## config.mk

```make
export PLATFORM = sky130hd
export DESIGN_NAME = ioctl_rom_loader
export DESIGN_NICKNAME = d
export VERILOG_FILES = /design/src/rtl/ioctl_rom_loader.sv
export SDC_FILE = /design/constraint.sdc
export NUM_CORES = 1
export LEC_CHECK = 0
export ABC_AREA = 1
export BUFFER_PORTS_ARGS = -buffer_cell sky130_fd_sc_hd__buf_2
export CAP_MARGIN = 25
export CORE_MARGIN = 2
export CORE_UTILIZATION = 51
export DETAILED_ROUTE_END_ITERATION = 8
export GPL_ROUTABILITY_DRIVEN = 0
export PLACE_DENSITY_LB_ADDON = 0.25
export SETUP_SLACK_MARGIN = 0.4
export SLEW_MARGIN = 30
export SYNTH_ARGS = -nofsm -noshare
export SYNTH_HDL_FRONTEND = slang
export SYNTH_SLANG_ARGS = --single-unit
```

## constraint.sdc

```tcl
create_clock -name i_EMU_MCLK -period 1.8 [get_ports i_EMU_MCLK]
set_clock_uncertainty 0.2 [all_clocks]
set_input_delay 0.36 -clock i_EMU_MCLK [delete_from_list [all_inputs] [get_ports i_EMU_MCLK]]
set_output_delay 0.36 -clock i_EMU_MCLK [all_outputs]
set_load 0.01 [all_outputs]
```

## src/rtl/ioctl_rom_loader.sv

```systemverilog
// rtl/ioctl_rom_loader.sv - ioctl ROM/DIP download engine with region decode, word packing and back-pressure
module ioctl_rom_loader #(
   parameter int                         NUM_REGIONS = 4,
   // region 0 sits in the LSBs: 32K, 32K, 16K, 8K
   parameter logic [5*NUM_REGIONS-1:0]   REGION_BITS = {5'd13, 5'd14, 5'd15, 5'd15},
   parameter int                         DATA_WIDTH  = 8,
   parameter int                         ADDR_WIDTH  = 16,
   parameter logic [15:0]                ROM_INDEX   = 16'd0,
   parameter logic [15:0]                DIP_INDEX   = 16'd254,
   parameter int                         DIP_BYTES   = 2,
   parameter logic [8*DIP_BYTES-1:0]     DIP_DEFAULT = '0
) (
   input  logic                      i_EMU_MCLK,
   input  logic                      i_EMU_INITRST_n,
   input  logic [15:0]               ioctl_index,
   input  logic                      ioctl_download,
   input  logic [26:0]               ioctl_addr,
   input  logic [7:0]                ioctl_data,
   input  logic                      ioctl_wr,
   output logic                      ioctl_wait,
   output logic [ADDR_WIDTH-1:0]     o_ROM_ADDR,
   output logic [DATA_WIDTH-1:0]     o_ROM_DATA,
   output logic [NUM_REGIONS-1:0]    o_ROM_WR,
   input  logic [NUM_REGIONS-1:0]    i_ROM_BUSY,
   output logic [8*DIP_BYTES-1:0]    o_DIP,
   output logic                      o_LOADING,
   output logic                      o_DONE,
   output logic                      o_ERR
);
   localparam int BPW = DATA_WIDTH / 8;
   localparam int SH  = (BPW == 2) ? 1 : 0;
   localparam int RW  = (NUM_REGIONS > 1) ? $clog2(NUM_REGIONS) : 1;
   localparam int AW  = 40;

   localparam logic [2:0] S_IDLE    = 3'd0;
   localparam logic [2:0] S_COLLECT = 3'd1;
   localparam logic [2:0] S_ISSUE   = 3'd2;
   localparam logic [2:0] S_FLUSH   = 3'd3;
   localparam logic [2:0] S_FINISH  = 3'd4;

   function automatic logic [AW-1:0] region_size(int k);
      return AW'(1) << REGION_BITS[5*k +: 5];
   endfunction

   function automatic logic [AW-1:0] region_base(int k);
      logic [AW-1:0] b;
      b = '0;
      for (int j = 0; j < k; j++) b = b + region_size(j);
      return b;
   endfunction

   logic [2:0]            state;
   logic                  dl_q;
   logic [DATA_WIDTH-1:0] word_buf;
   logic                  pending;
   logic [RW-1:0]         tgt_region;
   logic [ADDR_WIDTH-1:0] tgt_addr;

   logic                  hit;
   logic [RW-1:0]         hit_region;
   logic [AW-1:0]         offset;
   logic [AW-1:0]         addr_ext;
   logic                  lane_last;
   logic                  rom_wr;

   assign addr_ext  = AW'(ioctl_addr);
   assign rom_wr    = ioctl_wr && (ioctl_index == ROM_INDEX);
   assign lane_last = (BPW == 1) ? 1'b1 : offset[0];

   always_comb begin
      hit        = 1'b0;
      hit_region = '0;
      offset     = '0;
      for (int k = 0; k < NUM_REGIONS; k++) begin
         if (!hit && addr_ext >= region_base(k) && addr_ext < region_base(k) + region_size(k)) begin
            hit        = 1'b1;
            hit_region = RW'(k);
            offset     = addr_ext - region_base(k);
         end
      end
   end

   // dl_q resets high so a download still active across reset is not taken as a new start
   always_ff @(posedge i_EMU_MCLK or negedge i_EMU_INITRST_n) begin
      if (!i_EMU_INITRST_n) begin
         state      <= S_IDLE;
         dl_q       <= 1'b1;
         word_buf   <= '0;
         pending    <= 1'b0;
         tgt_region <= '0;
         tgt_addr   <= '0;
         ioctl_wait <= 1'b0;
         o_ROM_ADDR <= '0;
         o_ROM_DATA <= '0;
         o_ROM_WR   <= '0;
         o_DIP      <= DIP_DEFAULT;
         o_LOADING  <= 1'b1;
         o_DONE     <= 1'b0;
         o_ERR      <= 1'b0;
      end else begin
         dl_q     <= ioctl_download;
         o_ROM_WR <= '0;

         for (int b = 0; b < DIP_BYTES; b++) begin
            if (ioctl_wr && ioctl_index == DIP_INDEX && ioctl_addr == 27'(b))
               o_DIP[8*b +: 8] <= ioctl_data;
         end

         case (state)
            S_IDLE: begin
               if (ioctl_download && !dl_q && ioctl_index == ROM_INDEX) begin
                  state     <= S_COLLECT;
                  o_LOADING <= 1'b1;
                  o_DONE    <= 1'b0;
                  o_ERR     <= 1'b0;
                  word_buf  <= '0;
                  pending   <= 1'b0;
               end
            end
            S_COLLECT: begin
               ioctl_wait <= 1'b0;
               if (rom_wr) begin
                  if (!hit) begin
                     o_ERR <= 1'b1;
                  end else begin
                     for (int l = 0; l < BPW; l++) begin
                        if (BPW == 1 || offset[0] == l[0]) word_buf[8*l +: 8] <= ioctl_data;
                     end
                     tgt_region <= hit_region;
                     tgt_addr   <= ADDR_WIDTH'(offset >> SH);
                     pending    <= 1'b1;
                     if (lane_last) begin
                        state      <= S_ISSUE;
                        ioctl_wait <= 1'b1;
                     end
                  end
               end else if (!ioctl_download) begin
                  if (pending) begin
                     state      <= S_FLUSH;
                     ioctl_wait <= 1'b1;
                  end else begin
                     state <= S_FINISH;
                  end
               end
            end
            S_ISSUE, S_FLUSH: begin
               if (rom_wr) o_ERR <= 1'b1;
               if (!i_ROM_BUSY[tgt_region]) begin
                  o_ROM_WR   <= NUM_REGIONS'(1) << tgt_region;
                  o_ROM_ADDR <= tgt_addr;
                  o_ROM_DATA <= word_buf;
                  word_buf   <= '0;
                  pending    <= 1'b0;
                  state      <= (state == S_FLUSH) ? S_FINISH : S_COLLECT;
               end
            end
            S_FINISH: begin
               ioctl_wait <= 1'b0;
               o_LOADING  <= 1'b0;
               o_DONE     <= 1'b1;
               state      <= S_IDLE;
            end
            default: state <= S_IDLE;
         endcase
      end
   end
endmodule
```

Word-level counts from Yosys, hierarchy flattened
Cells that the tools add are included. Widths: inputs -> output; s select.

$add $sub $neg: 3. Magnitude comparators: 9. Eq/ne operators: 14. Shift operators: 1. Multiplexer cells: 45. Bitwise logic cells: 1. Reduce and logical (&&, ||, !) cells: 30.

Operators by type and width (number): $lt 27x17->1 const B (3); $mux 16 (4); $ge 27x17->1 const B (2); $mux 8 (4); $eq 27x1->1 const B (1); $ge 27x1->1 const B (1); $ge 27x16->1 const B (1); $logic_not 27->1 (1); $lt 27x16->1 const B (1); $pmux 8 s3 (1); $mux 3 (7); $mux 1 (18); $eq 16x8->1 const B (1); $logic_not 16->1 (1); $sub 16x1->16 const B (1); $sub 16x15->16 const B (1); $sub 16x16->16 const B (1); $logic_and 1x1->1 (13); $ne 2x2->1 const B (6); $reduce_and 5->1 (2); $pmux 3 s3 (1); $mux 4 (2); $eq 3x2->1 const B (2); $ne 3x3->1 const B (2); 17 further kinds (26).

Flip-flop bits (word level): 79. Input port bits: 59. Output and inout port bits: 48. Logic and storage cells: 118.

Depth between registers and ports, before layout
Word-level depth: 18. Depth in mapped cells: 11. Mapped depth without buffers: 10.

Worst setup path after synthesis
Ideal clock, no wire load.

Path type: input-to-reg. Start point: in ioctl_index[15]. End point: reg tgt_addr[10]. Library setup time: 0.117 ns. Data arrival time: 1.364 ns. Data required time: 1.483 ns. Slack: 0.118 ns. Stages: 9. Buffers on the path: 1. Path through: nor2_1 nand2_1 nor2_2 nand3_4 nor2_8 inv_4 buf_6 nand2_1 o21ai_2.

Longest elaborated chain between the ends: 3.

Ends and longest elaborated chain: start: declaration (RTL line 15) `input logic [15:0] ioctl_index,`; $logic_not 16->1 (RTL line 67) `assign rom_wr = ioctl_wr && (ioctl_index == ROM_INDEX);`; $logic_and 1x1->1 (RTL line 67); $reduce_and 3->1 (no source line); end signal: assignment (RTL line 130) `tgt_addr <= ADDR_WIDTH'(offset >> SH);`; end: declaration (RTL line 57) `logic [ADDR_WIDTH-1:0] tgt_addr;`.

Every way passes these cells. A chain may end at the register's enable or synchronous reset.

Final worst setup path
Start point: reg tgt_region[0]. End point: reg pending.

Longest elaborated chain between the ends: 4.

Ends and longest elaborated chain: start: declaration (RTL line 56) `logic [RW-1:0] tgt_region;`; start signal: assignment (RTL line 129) `tgt_region <= hit_region;`; $bmux 1 s2 (RTL line 148) `if (!i_ROM_BUSY[tgt_region]) begin`; $mux 1 (implied by the code) (RTL line 148); $ne 2x2->1 (no source line); $reduce_and 5->1 (no source line); end signal: assignment (RTL line 117) `pending <= 1'b0;`; end signal: assignment (RTL line 131) `pending <= 1'b1;`; end signal: assignment (RTL line 153) `pending <= 1'b0;`; end: declaration (RTL line 55) `logic pending;`.

Every way passes these cells. The select of a mux whose other input is x is not followed.

==> results.md <==
- Outcome: finished, violations left
- Violated checks: negative setup slack
- Initial antenna violation count: 1
- Drt initial violations: 385
- Die X: 87.9 µm
- Share of cells above drive strength 1: 63.8%
- Worst slew pin tran: 0.331 ns
- Area grow syn2layout: 73.3%
- Gate Count Post-Synth: 426
- Reg2reg start: tgt_region[0]
- Critical path arrival: 1.98 ns
- First-pass GRT wire length: 19000 µm
- Critical path's slowest cell: dfrtp_1
- Final min period: 1.93 ns
- Crit path buf inv count: 1
- DR vias: 4280
- Clock power frac: 32.7%
- Internal: 3.42 mW
- Wire per inst: 22.1 µm
- Fmax: 519 MHz
- Placed Cells: 647
- First drt pass iteration count: 5
- Final HPWL DP: 6100 µm
- Slew Limit Fails: 0
- Worst path cell trace: inv_2 -> nand3_2 -> nand2_2 -> nor2_4 -> nor2_4 -> a21oi_4 -> nand3_4 -> nand2_2 -> nand2_2
- Die Ht: 87.9 µm
- Critical path class: flop to flop
- PD cells: 829 nW/µm²
- CTS Sinks: 79
- Hold slack: 0.0298 ns
- DRT Wirelength: 16200 µm
- Cts bufs inserted: 9
- Placed instance area: 4490 µm²
- Final core utilization: 91.6%
- Endpoints failing setup: 44
- Worst-path fanout max: 5
- Detail Route Antenna Nets: 0
- Max VDD drop: 0.665 mV
- GRT Total Usage: 32.9%
- Net Count, Synth: 486
- Final Cell Area: 6220 µm²
- Worst R2R Path Depth: 9
- Net Sw Frac: 33.7%
- Post-synthesis average cell area: 8.43 µm²
- Drt drc: 0
- Max H-tree Level: 3
- NetSw: 1.74 mW
- Nets: 691
- Maxcap violations: 0
- GR peak layer: met2
- Leakage: 3.44 nW
- Crit path to: pending
- Most common cell on crit path: nand2_2
- Crit path depth: 9
- Largest stage delay on the critical path: 0.45 ns
- RSZ-0062 raised after global routing: true
- Critical path's top delay family: simple AND/OR/NAND/NOR gates
- Fin cells: 733
- CP Launch Type: flop
- Worst R2R Setup Slack: -0.13 ns
- Post-route worst setup slack: -0.125 ns
- YS warnings: 0
- Syn Std Cell Area: 3590 µm²
- Comb power frac: 30.7%
- Sum Neg Setup Slack: -2.55 ns
- Met3 Use GR: 6.03%
- Clock buffer depth: 2
- Core area: 6790 µm²
- I/O Buffers: 106
- Clock-pin slew on the worst setup and hold paths: 0.09 ns
- Grt total ovfl: 0
- IO Pins: 107
- Post-synthesis cell type count: 29
- R2R Path End: pending
- Largest net degree at the start of global routing: 34
- Worst setup EP type: flop
- Initial Util: 52.8%
- Beginning of the critical path: tgt_region[0]
- Fin. Hold Viols: 0
- Die area: 7730 µm²
- Vias per cell: 5.84
- Via count of the first global-routing pass: 3861
- Final Cycle Share: 107%
- Met2 Usage GRT: 57.7%
- Sequential area share after synthesis: 55.1%
- Root buf cell: clkbuf_8
- Met1 Use GR: 38.7%
- Flops & latches, synth: 79
- Worst Path Required: 1.86 ns
- Hold crit path type: primary input to flop
- # rows: 30
- CTS tree: yes
- Max-slew headroom: 77.9%
- Seq pwr share: 36.6%
- Clk Latency, worst-skew pair: 0.38 ns
[power by group through the flow]
stage	logic (mW)	registers [mW]	clock network, mW
detailed placement	0.719	1.91	0
global route	1.64	1.89	1.74
CTS	1.13	1.87	1.60
finish	1.59	1.89	1.69
global placement	0.708	1.91	0
floorplan	0.406	1.92	0
[layout by cell type (no fill, tap or decap), drive strengths merged]
master	n
nand4	6
dlygate4sd3	2
nor4	1
o21ai	27
nand2	185
clkinvlp	1
inv	46
clkinv	1
ha	1
nand3	27
a21oi	4
nor3	7
dfrtp	77
nand3b	1
bufinv	3
buf	196
diode	1
dfstp	2
clkbuf	10
nor2	39
[cells by family (layout without fill, tap and decap cells)]
family | Yosys count | after routing | synth area share (%)
buffers and inverters | 51 | 259 | 6.59
AOI/OAI and AO/OA | 31 | 31 | 5.89
other | 0 | 1 | 0
and+or+nand+nor | 264 | 266 | 32.0
adders and majority gates | 1 | 1 | 0.348
DFF | 79 | 79 | 55.1
[metrics by stage]
step,power (mW),setup slack (ns)
after floorplan,2.32,0.140
after global placement,2.62,-0.123
after detailed placement,2.63,-0.120
after CTS,4.60,0.125
after global routing,5.26,-0.188
final,5.16,-0.125
[sequential cells by signal (all words and copies together), names as in the netlist]
signal	count
pending	1
o_ROM_WR	4
ioctl_wait	1
o_ERR	1
tgt_addr	16
dl_q	1
state	3
o_DONE	1
o_DIP	16
word_buf	8
o_ROM_ADDR	16
tgt_region	2
o_LOADING	1
o_ROM_DATA	8
[layer usage]
metal	up-vias	routed length (µm)
li1	1746	-
met1	2070	5330
met2	342	8310
met3	122	1330
met4	0	1230
met5	-	0
[layout make-up]
cell class,instances,area [µm²]
well taps,96,120
flip-flops and latches,79,1980
repair buffers,198,1470
clock buffers,10,128
multi-input cells,298,2160
inverters,41,185
fillers,229,572
diodes,1,2.50
clock inverters,6,115
repair inverters,4,57.6
[cells in the mapped netlist]
cell type	count	area share (%)
inv_4	1	0.17
inv_2	7	0.73
a21oi_2	1	0.24
o21ai_0	4	0.56
nor3_2	2	0.56
nor2_8	1	0.56
nand3b_1	1	0.21
nand3_2	1	0.28
buf_2	4	0.56
nor3_1	5	0.70
nor2_1	32	3.3
a21oi_1	3	0.42
dfstp_2	2	1.5
nand2_2	3	0.52
nand4_1	5	0.87
nor2_4	3	0.94
ha_1	1	0.35
o21ai_1	9	1.3
o21ai_2	14	3.4
nor2_2	3	0.52
buf_6	4	1.3
nand3_1	24	3.3
nand4_4	1	0.59
inv_1	33	3.5
nor4_1	1	0.17
nand3_4	1	0.49
nand2_1	181	19
dfrtp_1	77	54
buf_4	2	0.42
[how the worst min path moves through the flow]
stage               slack, ns       startpoint              to  depth (start not counted)
floorplan               -0.14  i_EMU_INITRST_n      ioctl_wait                          0
global placement         0.08  i_EMU_INITRST_n  o_ROM_ADDR[11]                          1
detailed placement       0.08  i_EMU_INITRST_n   o_ROM_ADDR[9]                          1
CTS                      0.02    ioctl_data[3]     word_buf[3]                          3
global route             0.04    ioctl_data[2]     word_buf[2]                          3
finish                   0.03    ioctl_data[2]     word_buf[2]                          3
[repair_timing]
item,CTS,global route
hold buffers,2,0
pin swaps,42,41
endpoints found under the hold margin,21,0
resized for setup,136,113
gates cloned,8,0
setup buffers,35,24
endpoints found under the setup margin,126,126
[tightest hold or removal path: stages]
cell     delay, ns
buf_2         0.11
nand2_1       0.06
nand2_2       0.05
Power figures use the tool's default switching activity.
